===== config.mk =====
export PLATFORM = sky130hd
export DESIGN_NAME = uart_rx_frame
export DESIGN_NICKNAME = d
export VERILOG_FILES = /design/src/rtl/uart_pkg.sv /design/src/rtl/uart_rx_sync.sv /design/src/rtl/uart_rx_frame.sv
export SDC_FILE = /design/constraint.sdc
export NUM_CORES = 1
export LEC_CHECK = 0
export CORE_MARGIN = 4
export CORE_UTILIZATION = 45
export DETAILED_ROUTE_END_ITERATION = 6
export GPL_ROUTABILITY_DRIVEN = 0
export GPL_TIMING_DRIVEN = 1
export HOLD_SLACK_MARGIN = 0.02
export PLACE_DENSITY = 0.77
export SYNTH_ARGS = -nofsm -noshare
export SYNTH_HDL_FRONTEND = slang
export SYNTH_SLANG_ARGS = --single-unit
export TNS_END_PERCENT = 30

===== constraint.sdc =====
create_clock -name clk -period 2.9 [get_ports clk]
set_clock_uncertainty 0.1 [all_clocks]
set_input_delay 0.725 -clock clk [delete_from_list [all_inputs] [get_ports clk]]
set_output_delay 0.725 -clock clk [all_outputs]
set_load 0.02 [all_outputs]

===== src/rtl/uart_pkg.sv =====
// Shared UART definitions: receive FSM state encoding plus the default frame
// and oversampling constants also used by the phase counter and TX side.
package uart_pkg;

    typedef enum logic [1:0] {
        ST_IDLE  = 2'd0,
        ST_START = 2'd1,
        ST_DATA  = 2'd2,
        ST_STOP  = 2'd3
    } rx_state_e;

    localparam int DEFAULT_DATA_BITS = 8;
    localparam int OVERSAMPLE        = 16;

endpackage


===== src/rtl/uart_rx_sync.sv =====
// RX pin synchroniser: SYNC_STAGES flip-flop chain plus one extra stage so the
// receiver can see falling edges. Everything resets to the idle (high) level.
module uart_rx_sync #(
    parameter int SYNC_STAGES = 2
) (
    input  logic clk,
    input  logic rst,
    input  logic rx_i,
    output logic rx_s_o,
    output logic rx_prev_o
);

    logic [SYNC_STAGES-1:0] sync_q;
    logic                   prev_q;

    always_ff @(posedge clk or posedge rst) begin
        if (rst) begin
            sync_q <= '1;
            prev_q <= 1'b1;
        end else begin
            sync_q <= {sync_q[SYNC_STAGES-2:0], rx_i};
            prev_q <= sync_q[SYNC_STAGES-1];
        end
    end

    assign rx_s_o    = sync_q[SYNC_STAGES-1];
    assign rx_prev_o = prev_q;

endmodule


===== src/rtl/uart_rx_frame.sv =====
// UART receive framing FSM: detects the start edge, re-arms the phase counter,
// shifts data in LSB-first on center_tick and checks the stop bit.
module uart_rx_frame
    import uart_pkg::*;
#(
    parameter int DATA_BITS   = DEFAULT_DATA_BITS,
    parameter int SYNC_STAGES = 2
) (
    input  logic                 clk,
    input  logic                 rst,
    input  logic                 rx,
    input  logic                 center_tick,
    output logic                 phase_arm,
    output logic [DATA_BITS-1:0] rx_data,
    output logic                 rx_valid,
    output logic                 frame_err,
    output logic                 busy
);

    localparam int               CNT_W    = $clog2(DATA_BITS) + 1;
    localparam logic [CNT_W-1:0] LAST_BIT = CNT_W'(DATA_BITS - 1);
    localparam int               SETTLE   = SYNC_STAGES + 1;

    logic rx_s;
    logic rx_prev;

    uart_rx_sync #(
        .SYNC_STAGES(SYNC_STAGES)
    ) u_sync (
        .clk      (clk),
        .rst      (rst),
        .rx_i     (rx),
        .rx_s_o   (rx_s),
        .rx_prev_o(rx_prev)
    );

    rx_state_e            state_q;
    logic [CNT_W-1:0]     bit_cnt_q;
    logic [DATA_BITS-1:0] shift_q;
    logic [DATA_BITS-1:0] rx_data_q;
    logic                 rx_valid_q;
    logic                 frame_err_q;
    logic                 phase_arm_q;
    logic [SETTLE-1:0]    settle_q;

    // The synchroniser resets to "high", so a line that is low out of reset
    // would look like a falling edge; edges are ignored until the chain flushes.
    always_ff @(posedge clk or posedge rst) begin
        if (rst) begin
            state_q     <= ST_IDLE;
            bit_cnt_q   <= '0;
            shift_q     <= '0;
            rx_data_q   <= '0;
            rx_valid_q  <= 1'b0;
            frame_err_q <= 1'b0;
            phase_arm_q <= 1'b1;
            settle_q    <= '0;
        end else begin
            settle_q    <= {settle_q[SETTLE-2:0], 1'b1};
            rx_valid_q  <= 1'b0;
            frame_err_q <= 1'b0;
            case (state_q)
                ST_IDLE: begin
                    phase_arm_q <= 1'b1;
                    if (settle_q[SETTLE-1] && rx_prev && !rx_s) begin
                        state_q     <= ST_START;
                        phase_arm_q <= 1'b0;
                    end
                end
                ST_START: begin
                    if (center_tick) begin
                        if (!rx_s) begin
                            state_q   <= ST_DATA;
                            bit_cnt_q <= '0;
                        end else begin
                            state_q     <= ST_IDLE;
                            phase_arm_q <= 1'b1;
                        end
                    end
                end
                ST_DATA: begin
                    if (center_tick) begin
                        shift_q   <= {rx_s, shift_q[DATA_BITS-1:1]};
                        bit_cnt_q <= bit_cnt_q + CNT_W'(1);
                        if (bit_cnt_q == LAST_BIT) begin
                            state_q <= ST_STOP;
                        end
                    end
                end
                ST_STOP: begin
                    if (center_tick) begin
                        state_q     <= ST_IDLE;
                        phase_arm_q <= 1'b1;
                        if (rx_s) begin
                            rx_data_q  <= shift_q;
                            rx_valid_q <= 1'b1;
                        end else begin
                            frame_err_q <= 1'b1;
                        end
                    end
                end
                default: begin
                    state_q     <= ST_IDLE;
                    phase_arm_q <= 1'b1;
                end
            endcase
        end
    end

    assign phase_arm = phase_arm_q;
    assign rx_data   = rx_data_q;
    assign rx_valid  = rx_valid_q;
    assign frame_err = frame_err_q;
    assign busy      = (state_q != ST_IDLE);

endmodule


After elaboration in Yosys (flattened, before gate mapping)
Cells that the tools add are included.
- equality and inequality tests: 11
- add/sub/neg operators: 1
- muxes and demuxes: 22
- reduce and logical (&&, ||, !) cells: 12
- operators by type and width (operator ; number):
    two-way mux 2 bit ; 6
    two-way mux 4 bit ; 3
    != test 2 bit (second input constant) ; 6
    two-way mux 1 bit ; 10
    one-hot mux 2 bit (4 select lines) ; 1
    one-hot mux 4 bit (2 select lines) ; 1
    AND reduction 4 bit ; 2
    AND reduction 5 bit ; 1
    adder 4 x 1 -> 4 bit (second input constant) ; 1
    == test 2 bit (second input constant) ; 2
    == test 4 x 3 -> 1 bit (second input constant) ; 1
    nonzero test 2 bit ; 2
    one-hot mux 1 bit (3 select lines) ; 1
    AND reduction 3 bit ; 1
    nonzero test 3 bit ; 1
    == test 2 x 1 -> 1 bit (second input constant) ; 1
    logical AND 1 bit ; 2
    zero test 2 bit ; 1
    != test 2 x 1 -> 1 bit (second input constant) ; 1
    AND reduction 2 bit ; 1
    zero test 1 bit ; 1
- bits in registers: 31
- logic and storage cells: 56
- input port bits: 4

Longest topological paths before layout
- word-level depth: 4
- gate-level depth with buffers: 5
- depth with buffers taken out: 4

By module
A second synthesis with hierarchy kept.
- cells, all modules: 90
- area, all modules: 1277.5 um2
- modules (own cells, without submodules) (module ; cells an instance ; area each (um2) ; instances):
    uart_rx_frame ; 86 ; 1194.9 ; 1
    uart_rx_sync ; 4 ; 82.6 ; 1

Worst setup path before layout
No wires, ideal clock.
- path kind: flip-flop to output port
- from: register (tool-made name)
- to: output busy
- path buffers: 1
- arrival time: 957 ps
- cell stages (with the launch flop): 3
- slack: 1118 ps
- path through: dfrtp_1 -> buf_2 -> or2_2
- RTL lines (element ; RTL line ; source):
    end, declared ; uart_rx_frame.sv:17 ; output logic busy

==> qor.yml <==
timing:
  worst_pin_slew_ps: 633
  fin_ws_ps: 287
  drv_slew: 0
  rsz0062_at_grt: "no"
  period_minus_slack_ps: 2610
  setup_viol: 0
  final-hold-violation-count: 0
  fmax_mhz: 383
  finalSetupTns_ps: 0
  min_period_over_period_pct: 90.1
  relSlewSlack_pct: 57.7
synthesis:
  netlist.area_leader.share_pct: 52.8
  synth.area.top_cells: "dfrtp_1, mux2_4, dfstp_2"
  synthCells: 90
  yosysSeqAreaShare_pct: 61.1
  synth_cell_types: 26
  synth_nets: 95
  yosysWarnings: 0
  synth_top_cell_by_area: "dfrtp_1"
  ys_ff_latch: 31
  avgSynthCellArea_um2: 14.2
  syn_area_mm2: 0.00128
global_routing:
  grt_max_degree: 32
  grt.total_usage_pct: 12.8
  antenna_found_initial: 0
  grt_pass1_vias: 728
  grt_pass1_wl_um: 3350
  gr-total-overflow: 0
worst_setup_path:
  cp-end-kind: "primary output"
  reg2reg_depth: 2
  required_ps: 2080
  path_max_fanout: 16
  start_kind: "register"
  crit_type: "register to primary output"
  critPathArrivalTime_ps: 1790
final_layout:
  syn_to_final_growth_pct: 17.9
  nNetsFinal: 115
  drive_gt1_share_pct: 28.8
  fillers: 222
  antenna_cells: 0
clocking:
  root_buffer: "clkbuf_4"
  h-tree-depth: 2
  cts_setup_buffers: 0
  cts_tree: "done"
  clockBufferDepth: 2
  worst_skew_pair.late_latency_ps: 320
  clkSinkCount: 31
  cts_buffers: 5
  clkTransAtPathRegs_ps: 100
  ctsResizeCount: 0
  hold_buffers: 0
worst_hold_path:
  worst_hold_path.num_cells: 0
  hp-class: "register to register"
place:
  dp_slack_ps: 391
  hpwl_um: 1290
  portBuffers: 15
run:
  drv_cap: 0
route:
  viasPerCell: 5.19
  drc: 0
  wl_per_cell_um: 13.8
  drt_iter0_drc: 26
  drtAntennaViolNets: 0
  vias: 737
  wl_um: 1960
  dr.pass1.iters: 4
status:
  status: "finished clean"
floorplanning:
  die-area_mm2: 0.00376
  die_y_um: 61.3
  io_pins: 16
  core_mm2: 0.00273
  initial_core_util_pct: 46.8
  dieWidth_um: 61.3
  std_cell_rows: 19
power_and_ir_drop:
  peakVddDrop_mv: 0.452
  p_leak_uw: 0.000714
  power_density_mw_per_mm2: 860
[cells in the mapped netlist]
library cell	number
mux2_2	8
buf_2	1
inv_1	3
nand4_4	1
ha_1	1
a21oi_1	8
nor2b_4	1
o311ai_2	1
mux2_4	8
nand2b_1	2
nand3b_1	2
and4_1	1
or4_1	1
and3_1	1
or2_2	1
dfstp_2	4
mux2i_1	2
conb_1	1
nor3_1	2
a311oi_1	1
dfrtp_1	27
buf_6	2
nor2_1	4
nor3b_1	1
nand2_1	5
o21ai_0	1
[through the flow]
stage	utilization, %	cells	total power (uW)	instance area [um2]	hold WS, ps
floorplan	-	90	922	1280	231
global placement	53.0	134	1030	1450	234
CTS	55.1	142	1320	1510	258
global route	55.1	142	1380	1510	262
finish	55.1	142	1300	1510	255
detailed placement	53.0	134	1050	1450	235
[path summary, 6_finish.rpt]
kind                                        from                         end  slack [ps]
hold / removal             settle_q[0]$_DFF_PP0_       settle_q[1]$_DFF_PP0_         260
setup reg to reg                        register      shift_q[0]$_DFFE_PP0P_        1030
min in group asynchronous                    rst      shift_q[3]$_DFFE_PP0P_         660
hold reg to reg            settle_q[0]$_DFF_PP0_       settle_q[1]$_DFF_PP0_         260
max in group asynchronous                    rst  u_sync.sync_q[1]$_DFF_PP1_        1710
setup / recovery                        register                        busy         290
[logic make-up (layout without fill, tap and decap cells)]
kind of cell    Yosys count  count (layout)  synth area share [%]
compound gates           11              11                  5.48
simple gates             22              22                  11.2
buf+inv                   6              27                  3.03
mux                      18              18                  18.0
other cells               1               1                 0.293
flops                    31              31                  61.1
fa+ha+maj                 1               1                 0.978
[flip-flops by register name, summed over array words and instances (netlist names), named ones only]
| register | flops |
|---|---|
| bit_cnt_q | 4 |
| state_q | 1 |
| settle_q | 3 |
| shift_q | 8 |
| u_sync.rx_prev_o | 1 |
| u_sync.sync_q | 2 |
| rx_data | 8 |
| rx_valid | 1 |
| phase_arm | 1 |
| frame_err | 1 |
[critical path, stage by stage, from the launching register on]
cell	delay, ps
dfrtp_1	570
or2_2	360
clkdlybuf4s50_1	540
[area by class of cell]
type	count	area (um2)	area share, %
clock buffer	7	55.1	3.65
clock inverter	1	5.00	0.332
inverter	3	11.3	0.747
multi-input combinational	53	459	30.5
sequential	31	781	51.8
tap	31	38.8	2.57
timing repair buffer	16	158	10.5
[placed cells by master (no fill, tap or decap)]
cell type,instances
mux2i_1,2
nor2_1,4
nand2_1,5
or2_2,1
conb_1,1
clkbuf_1,1
mux2_4,8
dfstp_2,4
nor3_1,2
nor3b_1,1
nand4_4,1
inv_1,3
and3_1,1
mux2_2,8
dfrtp_1,27
clkbuf_4,5
clkbuf_8,1
nand3b_1,2
buf_4,1
o311ai_2,1
and4_1,1
a311oi_1,1
a21oi_1,8
clkinv_2,1
o21ai_0,1
ha_1,1
nand2b_1,2
or4_1,1
clkdlybuf4s50_1,15
nor2b_4,1
[report_power, final]
part | switching (uW) | internal, uW
combinational | 154 | 230
sequential | 108 | 544
clock | 142 | 117
[per-layer routing]
layer  vias up  routed length [um]  global-route usage, %
met5         -                   0                      0
met4         0                  22                   8.36
met3         3                  62                   4.40
met2        13                 992                   19.8
met1       365                 877                   15.2
li1        356                   -                      -
Power figures use the tool's default switching activity.
